<file path="src/rtl/debug_uart_pkg.sv">
// rtl/debug_uart_pkg.sv - shared FSM encoding and framing constants for the debug UART.
// FRAME_BITS follows the DEBUG_UART_TX_PARITY_EN build option.
package debug_uart_pkg;

  typedef logic [2:0] uart_state_t;

  localparam uart_state_t ST_IDLE   = 3'd0;
  localparam uart_state_t ST_START  = 3'd1;
  localparam uart_state_t ST_DATA   = 3'd2;
  localparam uart_state_t ST_PARITY = 3'd3;
  localparam uart_state_t ST_STOP   = 3'd4;

  localparam int DEFAULT_DIVISOR       = 326;
  localparam int DEFAULT_TICKS_PER_BIT = 16;

`ifdef DEBUG_UART_TX_PARITY_EN
  localparam int FRAME_BITS = 11;
`else
  localparam int FRAME_BITS = 10;
`endif

endpackage

</file>
<file path="src/rtl/baud_tick_gen.sv">
// rtl/baud_tick_gen.sv - baud tick divider; one-cycle tick every DIVISOR clocks.
// A synchronous clear realigns the tick phase to the start of a frame.
module baud_tick_gen
  import debug_uart_pkg::*;
#(
  parameter int DIVISOR = DEFAULT_DIVISOR
) (
  input  logic clock,
  input  logic reset,
  input  logic clear,
  output logic tick
);

  localparam logic [15:0] DIV_MAX = 16'(DIVISOR - 1);

  logic [15:0] div_cnt_q;
  logic [15:0] div_cnt_d;

  always_comb begin
    tick      = (div_cnt_q == DIV_MAX);
    div_cnt_d = div_cnt_q + 16'd1;
    if (clear || tick) begin
      div_cnt_d = 16'd0;
    end
  end

  always_ff @(posedge clock or posedge reset) begin
    if (reset) begin
      div_cnt_q <= 16'd0;
    end else begin
      div_cnt_q <= div_cnt_d;
    end
  end

endmodule

</file>
<file path="src/rtl/debug_uart_tx.sv">
// rtl/debug_uart_tx.sv - debug-path UART transmitter: pops the TX FIFO and sends 8N1 frames.
// Define DEBUG_UART_TX_PARITY_EN to insert an even-parity bit (11-bit frames).
module debug_uart_tx
  import debug_uart_pkg::*;
#(
  parameter int DIVISOR       = DEFAULT_DIVISOR,
  parameter int TICKS_PER_BIT = DEFAULT_TICKS_PER_BIT
) (
  input  logic       clock,
  input  logic       reset,
  input  logic [7:0] fifoData,
  input  logic       fifoEmpty,
  input  logic       holdOff,
  output logic       fifoRead,
  output logic       tx,
  output logic       busy,
  output logic       dataSent
);

  localparam logic [3:0] TICK_MAX = 4'(TICKS_PER_BIT - 1);

  uart_state_t state_q, state_d;
  logic [7:0]  shift_q, shift_d;
  logic [3:0]  tick_cnt_q, tick_cnt_d;
  logic [2:0]  bit_idx_q, bit_idx_d;
  logic        tx_q, tx_d;
  logic        fifo_read_q, fifo_read_d;
  logic        busy_q, busy_d;
  logic        data_sent_q, data_sent_d;
  logic        div_clear;
  logic        tick;
  logic        bit_done;
`ifdef DEBUG_UART_TX_PARITY_EN
  logic        parity_q, parity_d;
`endif

  baud_tick_gen #(
    .DIVISOR(DIVISOR)
  ) u_baud_tick_gen (
    .clock(clock),
    .reset(reset),
    .clear(div_clear),
    .tick (tick)
  );

  always_comb begin
    state_d     = state_q;
    shift_d     = shift_q;
    tick_cnt_d  = tick_cnt_q;
    bit_idx_d   = bit_idx_q;
    tx_d        = tx_q;
    fifo_read_d = 1'b0;
    busy_d      = busy_q;
    data_sent_d = 1'b0;
    div_clear   = 1'b0;
`ifdef DEBUG_UART_TX_PARITY_EN
    parity_d    = parity_q;
`endif
    bit_done    = tick && (tick_cnt_q == TICK_MAX);

    if (state_q != ST_IDLE && tick) begin
      tick_cnt_d = bit_done ? 4'd0 : tick_cnt_q + 4'd1;
    end

    case (state_q)
      ST_IDLE: begin
        tx_d = 1'b1;
        if (!fifoEmpty && !holdOff) begin
          shift_d     = fifoData;
          fifo_read_d = 1'b1;
          div_clear   = 1'b1;
          tick_cnt_d  = 4'd0;
          bit_idx_d   = 3'd0;
          tx_d        = 1'b0;
          busy_d      = 1'b1;
          state_d     = ST_START;
`ifdef DEBUG_UART_TX_PARITY_EN
          parity_d    = ^fifoData;
`endif
        end
      end
      ST_START: begin
        if (bit_done) begin
          tx_d      = shift_q[0];
          bit_idx_d = 3'd0;
          state_d   = ST_DATA;
        end
      end
      ST_DATA: begin
        // tx always shows shift_q[0]; shifting right brings the next bit to the front
        if (bit_done) begin
          if (bit_idx_q == 3'd7) begin
`ifdef DEBUG_UART_TX_PARITY_EN
            tx_d    = parity_q;
            state_d = ST_PARITY;
`else
            tx_d    = 1'b1;
            state_d = ST_STOP;
`endif
          end else begin
            tx_d      = shift_q[1];
            shift_d   = {1'b0, shift_q[7:1]};
            bit_idx_d = bit_idx_q + 3'd1;
          end
        end
      end
`ifdef DEBUG_UART_TX_PARITY_EN
      ST_PARITY: begin
        if (bit_done) begin
          tx_d    = 1'b1;
          state_d = ST_STOP;
        end
      end
`endif
      ST_STOP: begin
        if (bit_done) begin
          tx_d        = 1'b1;
          data_sent_d = 1'b1;
          busy_d      = 1'b0;
          state_d     = ST_IDLE;
        end
      end
      default: begin
        tx_d    = 1'b1;
        busy_d  = 1'b0;
        state_d = ST_IDLE;
      end
    endcase
  end

  always_ff @(posedge clock or posedge reset) begin
    if (reset) begin
      state_q     <= ST_IDLE;
      shift_q     <= 8'd0;
      tick_cnt_q  <= 4'd0;
      bit_idx_q   <= 3'd0;
      tx_q        <= 1'b1;
      fifo_read_q <= 1'b0;
      busy_q      <= 1'b0;
      data_sent_q <= 1'b0;
`ifdef DEBUG_UART_TX_PARITY_EN
      parity_q    <= 1'b0;
`endif
    end else begin
      state_q     <= state_d;
      shift_q     <= shift_d;
      tick_cnt_q  <= tick_cnt_d;
      bit_idx_q   <= bit_idx_d;
      tx_q        <= tx_d;
      fifo_read_q <= fifo_read_d;
      busy_q      <= busy_d;
      data_sent_q <= data_sent_d;
`ifdef DEBUG_UART_TX_PARITY_EN
      parity_q    <= parity_d;
`endif
    end
  end

  assign fifoRead = fifo_read_q;
  assign tx       = tx_q;
  assign busy     = busy_q;
  assign dataSent = data_sent_q;

endmodule
</file>
<file path="config.mk">
export PLATFORM = sky130hd
export DESIGN_NAME = debug_uart_tx
export DESIGN_NICKNAME = d
export VERILOG_FILES = /design/src/rtl/debug_uart_pkg.sv /design/src/rtl/baud_tick_gen.sv /design/src/rtl/debug_uart_tx.sv
export SDC_FILE = /design/constraint.sdc
export NUM_CORES = 1
export LEC_CHECK = 0
export ABC_CLOCK_PERIOD_IN_PS = 4500
export CAP_MARGIN = 10
export CORE_ASPECT_RATIO = 1.5
export CORE_MARGIN = 1
export CORE_UTILIZATION = 61
export DETAILED_ROUTE_END_ITERATION = 7
export PLACE_DENSITY = 0.83
export SLEW_MARGIN = 20
export SYNTH_ARGS = -nofsm -noshare
export SYNTH_HDL_FRONTEND = slang
export SYNTH_HIERARCHICAL = 1
export SYNTH_SLANG_ARGS = --single-unit
</file>
<file path="constraint.sdc">
create_clock -name clock -period 4.5 [get_ports clock]
set_input_delay 0.45 -clock clock [delete_from_list [all_inputs] [get_ports clock]]
set_output_delay 0.45 -clock clock [all_outputs]
set_load 0.05 [all_outputs]
</file>
==> After elaboration in Yosys (flattened, before gate mapping) <==
Index checks and enable logic that the tools add are counted.
{ "op_classes": {"addsub": 3, "n_eq_ne": 12, "mux": 32, "n_bitwise": 1, "reduce_logical": 16} }
{ "ops": {"columns": ["op", "count"], "rows": [
  ["2-to-1 mux 3 bit", 8],
  ["2-to-1 mux 8 bit", 3],
  ["adder 16 x 1 -> 16 bit, second input constant", 1],
  ["== test 16 x 9 -> 1 bit, second input constant", 1],
  ["2-to-1 mux 16 bit", 1],
  ["2-to-1 mux 4 bit", 4],
  ["one-hot mux 8 bit (2 select lines)", 1],
  ["inequality test 2 bit, second input constant", 6],
  ["one-hot mux 3 bit (4 select lines)", 1],
  ["2-to-1 mux 1 bit", 11],
  ["AND reduction 5 bit", 2],
  ["one-hot mux 3 bit (3 select lines)", 1],
  ["== test 3 bit, second input constant", 2],
  ["AND reduction 3 bit", 2],
  ["nonzero test 3 bit", 2],
  ["adder 4 x 1 -> 4 bit, second input constant", 1],
  ["== test 4 bit, second input constant", 1],
  ["one-hot mux 1 bit (4 select lines)", 1],
  ["AND reduction 4 bit", 1],
  ["adder 3 x 1 -> 3 bit, second input constant", 1],
  ["== test 3 x 1 -> 1 bit, second input constant", 1],
  ["== test 3 x 2 -> 1 bit, second input constant", 1],
  ["logical AND 1 bit", 3],
  ["zero test 3 bit", 1],
  ["other kinds (6)", 7]
]} }
{ "totals": {"regBits": 38, "out_inout_bits": 4, "wordCells": 73} }

==> Logic depth before layout (Yosys ltp) <==
{ "depth": {"word_depth": 6, "ltp_mapped": 9, "ltp_nobuf": 8} }

==> Modules after synthesis <==
Netlist, hierarchy kept.
{ "by_module_without_submodules": {"columns": ["module", "n_inst", "cells_per_inst", "area_each_um2"], "rows": [
  ["debug_uart_tx", 1, 103, 1122.3],
  ["baud_tick_gen", 1, 82, 817.0]
]} }

==> Least setup slack after synthesis <==
No wires, ideal clock.
{ "synth_path": {"kind": "reg2reg", "start": "register bit_idx_q[0]", "end": "register shift_q[0]", "setup_time_ps": 79, "arrival_time_ps": 1762, "required_time_ps": 4421, "setup_slack_ps": 2659, "path_stages_with_launch": 7, "n_path_buf": 0, "period_less_slack_ps": 1841, "path_cell_list": "dfrtp_1 > ha_1 > ha_1 > nand2b_1 > a211oi_4 > a21boi_4 > a2bb2oi_1"} }
{ "synth_between": {"elab_chain_len": 3} }
{ "synth_lines": {"columns": ["item", "line", "rtl"], "rows": [
  ["start, declared", "debug_uart_tx.sv:25", "logic [2:0] bit_idx_q, bit_idx_d;"],
  ["start signal, assigned", "debug_uart_tx.sv:148", "bit_idx_q <= bit_idx_d;"],
  ["== test 3 bit", "debug_uart_tx.sv:92", "if (bit_idx_q == 3'd7) begin"],
  ["inequality test 2 bit (no line)", null, null],
  ["AND reduction 4 bit (no line)", null, null],
  ["end signal, assigned", "debug_uart_tx.sv:146", "shift_q <= shift_d;"],
  ["end, declared", "debug_uart_tx.sv:23", "logic [7:0] shift_q, shift_d;"]
]} }
Every way passes these cells.
A chain may end at the register's enable or synchronous reset.

==> Final worst setup path <==
{ "layout_path": {"start": "register state_q[1]", "end": "register u_baud_tick_gen.div_cnt_q[4]"} }
{ "layout_between": {"elab_chain_len": 4} }
{ "layout_lines": {"columns": ["item", "line", "rtl"], "rows": [
  ["start, declared", "debug_uart_tx.sv:22", "uart_state_t state_q, state_d;"],
  ["start signal, assigned", "debug_uart_tx.sv:145", "state_q <= state_d;"],
  ["zero test 3 bit", "debug_uart_tx.sv:65", "case (state_q)"],
  ["2-to-1 mux 1 bit", "debug_uart_tx.sv:65", null],
  ["net div_clear", "debug_uart_tx.sv:30", "logic div_clear;"],
  ["logical OR 1 bit", "baud_tick_gen.sv:22", "if (clear || tick) begin"],
  ["2-to-1 mux 16 bit", "baud_tick_gen.sv:22", null],
  ["net u_baud_tick_gen.div_cnt_d[4]", "baud_tick_gen.sv:17", "logic [15:0] div_cnt_d;"],
  ["end signal, assigned", "baud_tick_gen.sv:31", "div_cnt_q <= div_cnt_d;"],
  ["end, declared", "baud_tick_gen.sv:16", "logic [15:0] div_cnt_q;"]
]} }
The timed path passes the listed nets, and every way through them passes these cells.

==> results.toml <==
[critical_path]
crit_chain = "or3_4 -> nor3_1 -> or2_1 -> nor2_1"
setup.worst_path.end_class = "register"
timing.critical_path.buf_inv = 0
timing.setup.critical_path_class = "reg2reg"
critPathRequiredTime_ps = 4650
crit_path_max_fanout = 16
critical-path-max-stage-delay_ps = 560
cp-start-kind = "register"
cp_data_arrival_time_ps = 2510
path_delay_family = "simple AND/OR/NAND/NOR gates"
worst_path_max_delay_cell = "nor3_1"

[finish]
synthToLayoutAreaGrowth_pct = 13.2
antenna_cells = 0
layout-drive-gt1-share_pct = 8.96
layout.nets = 217

[detailed_routing]
via_per_inst = 6.09
detail_route.first_pass.iterations = 4
drc_errors = 0
first_iter_violations = 37
drtAntennaViolNets = 0
drt_wl_total_um = 3750
wire_per_inst_um = 15.6
vias = 1462

[clock_network]
clock_latency_ps = 290
max-clock-path-buffers = 2
cts_repair_resize_count = 0
hold_buffers = 0
cts_max_level = 2
cts_buffers = 5
root_cell_of_the_clock_tree = "clkbuf_8"
clock-sinks = 38
post_cts.repair.setup_buffers = 0
clk_pin_slew_worst_paths_ps = 70
tritoncts = "built"

[synth]
synth_seq_cells = 38
synth.yosys.seq_area_share_pct = 49.1
synth_top_area_share_pct = 47.7
synth_cell_type_count = 49
synth_common_cells = "dfrtp_1 (37), nor2_1 (23), xnor2_1 (12)"
yosysTopAreaCell = "dfrtp_1"
synth_ff_type = "dfrtp_1"
yosysWarningCount = 6
synthesis.nets = 202
postSynthAreaPerCell_um2 = 10.5
post_synth_instance_area_mm2 = 0.00194
synth_cells = 185
ys_async_sr_fraction_pct = 100
most_used_standard_cell_by_instance_count_after_synthesis = "dfrtp_1"
synth-edff-count = 0
cells_taking_the_most_area_after_synthesis = "dfrtp_1 (48%), xnor2_1 (5.4%), nor2_1 (4.5%), ha_1 (3.2%), a2bb2oi_1 (3.2%)"

[status]
run_status = "finished, final reports clean"

[worst_hold_path]
min_path_type = "reg2reg"

[power_and_ir_drop]
switching_share_pct = 31.5
seq_power_share_pct = 54.4
power.ir.vdd_worst_mv = 0.323
part_of_the_total_power_dissipated_in_the_clock_network_pct = 25.6
combinationalPowerShare_pct = 20.0
internal_power_uw = 642
power_per_cell_area_mw_per_mm2 = 427
static-leakage-power_uw = 0.000913
power.net_switching_uw = 295

[place]
dp_hpwl_um = 2570
place_congestion = 0.829
io_buffers = 15

[timing]
finalWorstPathRequiredPeriod_ps = 2360
max_freq_ghz = 0.424
clock-skew-final_ps = 6.76
min_period_over_period_pct = 52.4
worst_hold_slack_ps = 506
timing_worst_slew_pin_value_ps = 829
slew_violations = 0
hold_violations = 0
tns_ps = 0
unrepaired_setup_endpoints_after_global_routing = "false"
slew_headroom_pct = 44.7
report.final.setup_viol = 0

[global_routing]
pin_count_of_the_biggest_net_entering_global_routing = 23
globalRouteTotalUtil_pct = 26.4
grt_overflow_total = 0
vias_in_the_first_global_route = 1451
grt_first_pass_wirelength_um = 6370
antenna_violations_before_repair = 0

[floorplan]
die_y_um = 71.1
placementRows = 24
ioPinCount = 16
die_outline_width_um = 48.0
initial_utilization_pct = 65.2
fp.coreArea_mm2 = 0.00297
design.die.area_mm2 = 0.00341

[run]
drv.max_cap_violation_count = 0
==> registers in the layout (all words and copies together) (netlist names) <==
| signal | count |
|---|---|
| tick_cnt_q | 4 |
| shift_q | 8 |
| u_baud_tick_gen/div_cnt_q | 16 |
| tx | 1 |
| busy | 1 |
| dataSent | 1 |
| bit_idx_q | 3 |
| fifoRead | 1 |
| state_q | 3 |
==> layout make-up <==
class,count,area (µm²)
fill,214,778
multi-input combinational,132,918
timing repair buffer,16,158
inverter,7,26.3
clock inverter,1,5.00
clock buffer,7,86.3
sequential,38,952
tap,39,48.8
==> per-stage QoR <==
| stage | worst slack [ps] | area, µm² | total power (µW) | utilization, % | cells |
|---|---|---|---|---|---|
| floorplan | 2660 | 1940 | 638 | - | 185 |
| global route | 1920 | 2190 | 992 | 73.8 | 240 |
| global placement | 1950 | 2100 | 688 | 70.7 | 232 |
| detailed placement | 1810 | 2100 | 701 | 70.7 | 232 |
| CTS | 2100 | 2190 | 943 | 73.8 | 240 |
| finish | 2140 | 2190 | 936 | 73.8 | 240 |
==> power groups by stage <==
| stage | clock, µW | combinational (µW) | sequential (µW) |
|---|---|---|---|
| 2_1_floorplan | 0 | 130 | 508 |
| 3_3_place_gp | 0 | 179 | 508 |
| 3_5_place_dp | 0 | 189 | 511 |
| 4_1_cts | 246 | 190 | 507 |
| 5_1_grt | 257 | 214 | 521 |
| 6_report | 239 | 187 | 509 |
==> logic make-up after synthesis <==
family / Yosys count / synth area share, %
xor+xnor: 16 / 7.23
compound gates: 37 / 14.8
buf+inv: 15 / 3.55
simple gates: 70 / 19.9
flops: 38 / 49.1
mux: 4 / 2.19
fa+ha+maj: 5 / 3.23
==> metal layers <==
metal | routed length [µm] | share of wire (%) | vias to the layer above | track usage, %
li1 | - | - | 693 | -
met5 | 0 | 0 | - | 0
met3 | 154 | 4.1 | 7 | 7.14
met4 | 73 | 1.9 | 0 | 12.3
met1 | 1560 | 42 | 727 | 31.2
met2 | 1960 | 52 | 35 | 42.6
==> worst paths after layout <==
check | start | slack, ps | cells after the start | to
setup / recovery | state_q[1] | 2140 | 4 | u_baud_tick_gen/div_cnt_q[4]
hold / removal | busy | 510 | 1 | busy
setup reg to reg | state_q[1] | 2140 | 4 | u_baud_tick_gen/div_cnt_q[4]
hold reg to reg | busy | 510 | 1 | busy
max in group asynchronous | reset | 3330 | 2 | tick_cnt_q[1]
min in group asynchronous | reset | 550 | 2 | u_baud_tick_gen/div_cnt_q[8]
==> cell usage in the layout (no fill, tap or decap), types with 3 or more instances in the layout <==
cell / n
a21oi_1: 4
a2bb2oi_1: 7
a31oi_1: 3
and3_1: 3
clkbuf_8: 6
clkdlybuf4s50_1: 15
dfrtp_1: 37
ha_1: 5
inv_1: 7
nand2_1: 6
nand3_1: 7
nand4_1: 3
nor2_1: 23
nor3_1: 4
nor4_1: 4
nor4b_1: 3
o21ai_0: 3
o22ai_1: 7
xnor2_1: 12
xor2_1: 4
(Power assumes the default switching activity.)
